===== src/rtl/serial_config_receiver.sv =====
// Target-side receiver for the p_sck/p_sda/p_scapt/p_reset configuration link.
// Oversamples the serial lines, deserialises one frame and commits it to cfg_data on capture.
module serial_config_receiver #(
  parameter int unsigned NUM_REGS    = 13,
  parameter int unsigned SYNC_STAGES = 2,
  parameter logic [8*NUM_REGS-1:0] RESET_CFG = '0
) (
  input  logic                                 clkin,
  input  logic                                 rst_n,
  input  logic                                 p_sck,
  input  logic                                 p_sda,
  input  logic                                 p_scapt,
  input  logic                                 p_reset,
  output logic [8*NUM_REGS-1:0]                cfg_data,
  output logic                                 cfg_valid,
  output logic                                 frame_err,
  output logic [$clog2(8*NUM_REGS+1)-1:0]      bit_count,
  output logic                                 busy
);

  localparam int unsigned FRAME_BITS = 8 * NUM_REGS;
  localparam int unsigned CNT_W      = $clog2(FRAME_BITS + 1);
  localparam int unsigned LINES      = 4;

  typedef enum logic [1:0] {
    IDLE  = 2'd0,
    SHIFT = 2'd1,
    FULL  = 2'd2
  } state_e;

  logic [SYNC_STAGES-1:0][LINES-1:0] sync_q;
  logic [1:0]                        hist_q;
  logic [LINES-1:0]                  sync_w;
  logic                              sck_rise;
  logic                              scapt_rise;
  logic                              sda_w;
  logic                              link_rst;

  state_e                  state_q, state_d;
  logic [CNT_W-1:0]        bit_count_q, bit_count_d;
  logic [FRAME_BITS-1:0]   sr_q, sr_d;
  logic                    frame_err_q, frame_err_d;
  logic                    commit_q, commit_d;
  logic                    busy_q, busy_d;
  logic [FRAME_BITS-1:0]   cfg_data_q;
  logic                    cfg_valid_q;

  // Shift order puts myReg1 in the top byte; committed layout wants it in byte 0.
  function automatic logic [FRAME_BITS-1:0] reverse_bytes(input logic [FRAME_BITS-1:0] v);
    logic [FRAME_BITS-1:0] r;
    r = '0;
    for (int unsigned k = 0; k < NUM_REGS; k++) begin
      r[8*k +: 8] = v[8*(NUM_REGS-1-k) +: 8];
    end
    return r;
  endfunction

  // Line order in the synchroniser: {p_reset, p_scapt, p_sda, p_sck}.
  always_ff @(posedge clkin) begin
    if (!rst_n) begin
      sync_q <= '0;
      hist_q <= '0;
    end else begin
      sync_q <= {sync_q[SYNC_STAGES-2:0], {p_reset, p_scapt, p_sda, p_sck}};
      hist_q <= {sync_w[2], sync_w[0]};
    end
  end

  assign sync_w     = sync_q[SYNC_STAGES-1];
  assign sck_rise   = sync_w[0] & ~hist_q[0];
  assign sda_w      = sync_w[1];
  assign scapt_rise = sync_w[2] & ~hist_q[1];
  assign link_rst   = sync_w[3];

  always_ff @(posedge clkin) begin
    if (!rst_n) begin
      state_q     <= IDLE;
      bit_count_q <= '0;
      sr_q        <= '0;
      frame_err_q <= 1'b0;
      commit_q    <= 1'b0;
      busy_q      <= 1'b0;
    end else begin
      state_q     <= state_d;
      bit_count_q <= bit_count_d;
      sr_q        <= sr_d;
      frame_err_q <= frame_err_d;
      commit_q    <= commit_d;
      busy_q      <= busy_d;
    end
  end

  // Priority: link reset level, then capture edge, then serial clock edge.
  always_comb begin
    state_d     = state_q;
    bit_count_d = bit_count_q;
    sr_d        = sr_q;
    frame_err_d = frame_err_q;
    commit_d    = 1'b0;

    if (link_rst) begin
      state_d     = IDLE;
      bit_count_d = '0;
      sr_d        = '0;
      frame_err_d = 1'b0;
    end else if (scapt_rise) begin
      if (sck_rise) begin
        frame_err_d = 1'b1;
      end
      if (state_q == FULL) begin
        commit_d = 1'b1;
      end else begin
        frame_err_d = 1'b1;
      end
      state_d     = IDLE;
      bit_count_d = '0;
    end else if (sck_rise) begin
      case (state_q)
        IDLE, SHIFT: begin
          sr_d        = {sr_q[FRAME_BITS-2:0], sda_w};
          bit_count_d = bit_count_q + CNT_W'(1);
          state_d     = (bit_count_q == CNT_W'(FRAME_BITS - 1)) ? FULL : SHIFT;
        end
        FULL: begin
          frame_err_d = 1'b1;
        end
        default: begin
          state_d = IDLE;
        end
      endcase
    end

    busy_d = (state_d != IDLE);
  end

  // Commit lands one cycle after the capture edge is acted on.
  always_ff @(posedge clkin) begin
    if (!rst_n) begin
      cfg_data_q  <= RESET_CFG;
      cfg_valid_q <= 1'b0;
    end else begin
      cfg_valid_q <= commit_q;
      if (commit_q) begin
        cfg_data_q <= reverse_bytes(sr_q);
      end
    end
  end

  assign cfg_data  = cfg_data_q;
  assign cfg_valid = cfg_valid_q;
  assign frame_err = frame_err_q;
  assign bit_count = bit_count_q;
  assign busy      = busy_q;

endmodule

===== config.mk =====
export PLATFORM = sky130hd
export DESIGN_NAME = serial_config_receiver
export DESIGN_NICKNAME = d
export VERILOG_FILES = /design/src/rtl/serial_config_receiver.sv
export SDC_FILE = /design/constraint.sdc
export NUM_CORES = 1
export LEC_CHECK = 0
export BUFFER_PORTS_ARGS = -buffer_cell sky130_fd_sc_hd__buf_4
export CAP_MARGIN = 20
export CORE_AREA = 2 2 135 137
export DETAILED_ROUTE_END_ITERATION = 8
export DIE_AREA = 0 0 137 139
export PLACE_DENSITY = 0.66
export RECOVER_POWER = 25
export SYNTH_ARGS = -nofsm -noshare
export SYNTH_HDL_FRONTEND = slang
export SYNTH_SLANG_ARGS = --single-unit

===== constraint.sdc =====
create_clock -name clkin -period 2.15 [get_ports clkin]
set_input_delay 0.43 -clock clkin [delete_from_list [all_inputs] [get_ports clkin]]
set_output_delay 0.43 -clock clkin [all_outputs]
set_load 0.01 [all_outputs]

==> results of run 1 <==
-- final timing paths --
path	from	cells after the start	endpoint	slack (ps)
worst max-delay path	rst_n	4	state_q[0]	360
worst min-delay path	p_sck	2	sync_q[0]	130
worst min register to register	sync_q[2]	1	sync_w[2]	430
worst max register to register	sync_w[0]	4	sr_q[97]	410
-- power groups by stage --
stage / Sequential [mW] / Clock [mW] / Combinational [mW]
after floorplan: 4.39 / 0 / 0.179
after global placement: 4.39 / 0 / 0.215
after detailed placement: 4.39 / 0 / 0.219
after CTS: 4.30 / 3.94 / 0.220
after global routing: 4.30 / 4.13 / 0.233
final: 4.30 / 3.82 / 0.216
-- area by class of cell --
cell class,instances,area (um2),share of cell area
timing repair buffer,130,1030,0.101
clock inverter,4,22.5,0.00221
sequential,231,4630,0.454
tap,229,287,0.0281
multi-input combinational,477,3520,0.345
clock buffer,38,714,0.0700
-- cells in the mapped netlist --
master       n
ha_1         1
nor2b_1    107
buf_1        5
clkbuf_1    17
or3b_1       1
o21a_1       1
a211oi_1     1
buf_4        4
nor4b_1      1
nand2b_1     4
nor4bb_1     1
dfxtp_1    231
nand4_1      4
or3_1        4
a31oi_1      1
a21oi_1      5
mux2i_1    208
o31ai_1      1
o311ai_0     1
and2_1      11
clkbuf_2     1
xnor2_1      2
buf_8        7
nand2_1    108
buf_2       15
a22o_1       1
nor2_8       1
o21ai_0      4
nand4bb_1    1
nor3_1       2
nand3_1      2
nor2_1       2
o21ai_1      1
nor3b_1      1
-- registers in the layout (all words and copies together), names as in the netlist --
name / cells
cfg_data: 104
sr_q: 104
bit_count: 7
sync_q: 4
sync_w: 4
hist_q: 2
state_q: 2
busy: 1
cfg_valid: 1
commit_q: 1
frame_err: 1
-- kinds of logic (layout without fill, tap and decap cells) --
| family | after synthesis | after routing | synth area share |
|---|---|---|---|
| compound gates | 16 | 16 | 0.0114 |
| xor+xnor | 2 | 2 | 0.00208 |
| mux | 208 | 208 | 0.247 |
| flops | 231 | 231 | 0.548 |
| fa+ha+maj | 1 | 1 | 0.00148 |
| simple gates | 250 | 250 | 0.155 |
| buf+inv | 49 | 172 | 0.0353 |
-- per-layer routing --
metal	up-vias	wire, um
met4	0	323
met2	107	7870
met1	2537	7130
met5	-	0
met3	26	791
li1	2769	-
-- worst reg2reg max path, delay by kind of cell (launching register included) --
kind	cells	cell delay, ps
muxes	1	250
DFF	1	400
buffers and inverters	1	290
and+or+nand+nor	2	720
==> impl_metrics.ini, run 1 <==
[run_status]
outcome = finished, final reports clean

[floorplanning]
boundaryPins = 120
fp-row-count = 49
die_y_um = 139
fp.dieW_um = 137
die_area_um2 = 19000
initial_core_util = 0.478
core_area_um2 = 17700

[timing]
finalSetupTns_ps = 0
layout_setup_ws_ps = 364
whs_ps = 134
tightest_slew_ps = 1250
finalSetupViolations = 0
hold_viol = 0
period_minus_slack_ps = 1790
fin_crit_sh = 0.831
finalClockSkew_ps = 7.31
maxSlewHeadroom = 0.165
maxSlewViolCount = 0
rsz0062_at_grt = no
fmax_mhz = 560

[layout]
instances_no_fill = 1109
layout-drive-gt1-share = 0.186
syn_to_final_growth_pct = 20.8
num-fill-cells = 1535
final_cell_mix = dfxtp_1 (230), mux2i_1 (208), buf_4 (121)
nets = 871
diodes = 0
final_common_cell = dfxtp_1
fin_area_um2 = 10200
final_core_util = 0.578

[clock_tree]
root_buffer = clkbuf_16
tritoncts = done
path_clk_slew_ps = 60
postCtsSetupBuffers = 0
max-clock-path-buffers = 3
cts_max_level = 1
clock_latency_ps = 500
cts-hold-fix-buffers = 0
cts_buffers = 24
cts_resized = 0
cts_sinks = 231

[global_route]
use_met3 = 0.0355
grt_pass1_wl_um = 26800
busiest_layer = met2
grt_max_degree = 61
antenna_found_initial = 0
grt_pass1_vias = 5396
track_usage = 0.170
gr-usage-met1 = 0.220
use_met2 = 0.287
grt-ovfl-total = 0

[power_and_ir_drop]
peakVddDrop_v = 0.000742
powerDensity_nw_per_um2 = 817
switching_power_mw = 1.69
pwr-share-comb = 0.026
leakage_nw = 3.61
power_mw = 8.34
netSwitchingFraction = 0.203
p_int_mw = 6.65
p_seq_frac = 0.516
clock_power_share = 0.459

[worst_setup_path]
crit_chain = clkbuf_2 > nor2b_1 > nand2_1 > o31ai_1
cp-end-kind = register
crit_family = simple AND/OR/NAND/NOR gates
cpPeakStageDelay_ps = 640
cp-start-kind = primary input
cp_max_fo = 29
cp_num_buf_inv = 1
crit_type = in2reg
worst_ep_required_time_ps = 2560
worst_ep_arrival_time_ps = 2200
critical_path.slowest_cell = nor2b_1

[route]
vias = 5439
drt-initial-drc-count = 197
first_pass_iters = 4
vias_per_cell = 4.90
wl_per_cell_um = 14.5
final_antenna_net_count = 0
routed_wirelength_um = 16100
drc = 0

[logic_synthesis]
synth_cell_types = 34
synth_area_per_cell_um2 = 11.2
synth_area_um2 = 8440
yosysWarnings = 0
synthTopCellsByArea = dfxtp_1 (55%), mux2i_1 (25%), nor2b_1 (7.9%), nand2_1 (4.8%), buf_8 (1.2%)
yosysTopAreaCellShare = 0.548
ys_seq_area_frac = 0.548
synth_cells = 757
yosysTopAreaCell = dfxtp_1
ys_ff_latch = 231
synth_nets = 764

[placement]
post-place-ws_ps = 419
post_dp_cell_area_um2 = 9490
place_hpwl_um = 10800
place_congestion = 0.769
numPlacedInstances = 1067
portBuffers = 119

[min_path]
hold_class = in2reg

[flow_run]
maxCapViolCount = 0
No activity file was read; power rests on OpenSTA's default activity.
==> inputs of run 2 (changes only) <==
Settings changed: ABC_AREA set to 1, CORE_AREA 2 2 135 137 to 2 2 131 133, DIE_AREA 0 0 137 139 to 0 0 133 135, PLACE_DENSITY 0.66 to 0.67.
Clock period 2.15 ns to 1.72 ns, I/O delays scaled along.
==> run 2 against run 1 <==
Worst setup slack got worse by 140 ps; flip-flop and latch count is the same; highest routed layer unchanged; clock power up 44%; worst hold slack got worse by 110 ps.
==> impl_metrics.ini, run 2 <==
[timing]
period_minus_slack_ps = 1490
fmax_mhz = 669
finalClockSkew_ps = 5.20
whs_ps = 19.8
maxSlewHeadroom = 0.396
finalSetupViolations = 0
tightest_slew_ps = 906
rsz0062_at_grt = no
fin_crit_sh = 0.869
maxSlewViolCount = 0
hold_viol = 0
layout_setup_ws_ps = 226
finalSetupTns_ps = 0

[min_path]
hold_class = in2reg

[clock_tree]
postCtsSetupBuffers = 0
root_buffer = clkbuf_16
max-clock-path-buffers = 3
path_clk_slew_ps = 60
cts_resized = 0
tritoncts = done
cts_max_level = 1
cts_sinks = 231
clock_latency_ps = 500
cts-hold-fix-buffers = 0
cts_buffers = 24

[power_and_ir_drop]
p_seq_frac = 0.484
switching_power_mw = 2.40
clock_power_share = 0.481
pwr-share-comb = 0.035
peakVddDrop_v = 0.000876
power_mw = 11.5
p_int_mw = 9.05
netSwitchingFraction = 0.210
powerDensity_nw_per_um2 = 1160
leakage_nw = 4.57

[worst_setup_path]
worst_ep_required_time_ps = 2160
cp_max_fo = 11
worst_ep_arrival_time_ps = 1930
crit_type = reg2reg
cp-end-kind = register
cp-start-kind = register

[layout]
fin_area_um2 = 9870
nets = 1118
layout-drive-gt1-share = 0.159
instances_no_fill = 1350
syn_to_final_growth_pct = 23.0
final_common_cell = nor2_1
final_core_util = 0.601
final_cell_mix = nor2_1 (411), dfxtp_1 (230), o21ai_0 (195)
num-fill-cells = 1510

[flow_run]
maxCapViolCount = 0

[route]
vias_per_cell = 4.91
routed_wirelength_um = 17400
drc = 0
wl_per_cell_um = 12.9
final_antenna_net_count = 0
first_pass_iters = 5
vias = 6635
drt-initial-drc-count = 404

[floorplanning]
boundaryPins = 120
die_y_um = 135
initial_core_util = 0.489
fp.dieW_um = 133
core_area_um2 = 16400
die_area_um2 = 18000
fp-row-count = 47

[logic_synthesis]
yosysTopAreaCellShare = 0.577
synth_nets = 1029
synthTopCellsByArea = dfxtp_1 (58%), nor2_1 (19%), o21ai_0 (12%), nand2_1 (2.2%), buf_2 (1.5%)
synth_cells = 1022
async_flop_share = 0
ys_seq_area_frac = 0.577
synthTopCellsByCount = nor2_1 (410), dfxtp_1 (231), o21ai_0 (195), nand2_1 (46), clkbuf_1 (31)
synth-main-ff-cell = dfxtp_1
yosysWarnings = 0
yosysTopAreaCell = dfxtp_1
ys_ff_latch = 231
synth_area_um2 = 8020
synth_area_per_cell_um2 = 7.85
synth.most_common_cell = nor2_1
synth_cell_types = 21
synth_edf_count = 0

[placement]
post-place-ws_ps = 240
place_hpwl_um = 10000
place_congestion = 0.733
post_dp_cell_area_um2 = 9030
portBuffers = 119
numPlacedInstances = 1305

[global_route]
antenna_found_initial = 0
grt_max_degree = 106
track_usage = 0.189
grt_pass1_wl_um = 28500
grt-ovfl-total = 0
grt_pass1_vias = 5892

[run_status]
outcome = finished, final reports clean
## run 2: cell types whose count changed after synthesis, sizes merged, moves of 11 or more
cell	change
mux2i	-208
nor2	+410
inv	+31
o21ai	+199
nor2b	-107
and2	-11
a21oi	+11
clkbuf	+13
nand2	-60
## run 2: power by group through the flow
stage	logic, mW	registers [mW]	clock network, mW
3_3_place_gp	0.407	5.66	0
5_1_grt	0.470	5.55	5.86
3_5_place_dp	0.416	5.66	0
4_1_cts	0.418	5.54	5.64
2_1_floorplan	0.329	5.64	0
6_report	0.406	5.54	5.51
## run 2: path summary, 6_finish.rpt
kind,from,end,slack [ps],depth (start not counted)
worst min-delay path,p_scapt,sync_q[2],20,3
worst max-delay path,sync_w[0],bit_count[6],230,7
worst max register to register,sync_w[0],bit_count[6],230,7
worst min register to register,sync_q[2],sync_w[2],410,2
## run 2: cells by family after synthesis
group,count (synthesis),synth area share
simple gates,471,0.226
flops,231,0.577
compound gates,220,0.137
buf+inv,99,0.0590
fa+ha+maj,1,0.00156
## run 2: layout make-up
cell class                      count  area, um2  share of cell area
Clock inverter                     10        128              0.0129
Clock buffer                       34        741              0.0751
Sequential cell                   231       4630               0.469
Multi-Input combinational cell    692       2910               0.295
Antenna cell                        1       2.50            0.000254
Timing Repair Buffer              131       1060               0.108
Tap cell                          220        275              0.0279
Inverter                           31        119              0.0120
## run 2: per-layer routing
| metal | track usage | share of wire | wire length [um] |
|---|---|---|---|
| met5 | 0 | 0 | 0 |
| met4 | 0.0472 | 0.020 | 347 |
| met2 | 0.309 | 0.46 | 8000 |
| met1 | 0.264 | 0.47 | 8260 |
| met3 | 0.0308 | 0.047 | 812 |
## run 2: critical path, cell delays in order, from the launching register on
cell and delay, ps:
dfxtp_1 330, nand2_1 100, nor2_1 220, clkbuf_1 380, nand3_1 170, nand2_1 90
nand2_1 40, nor2_1 100
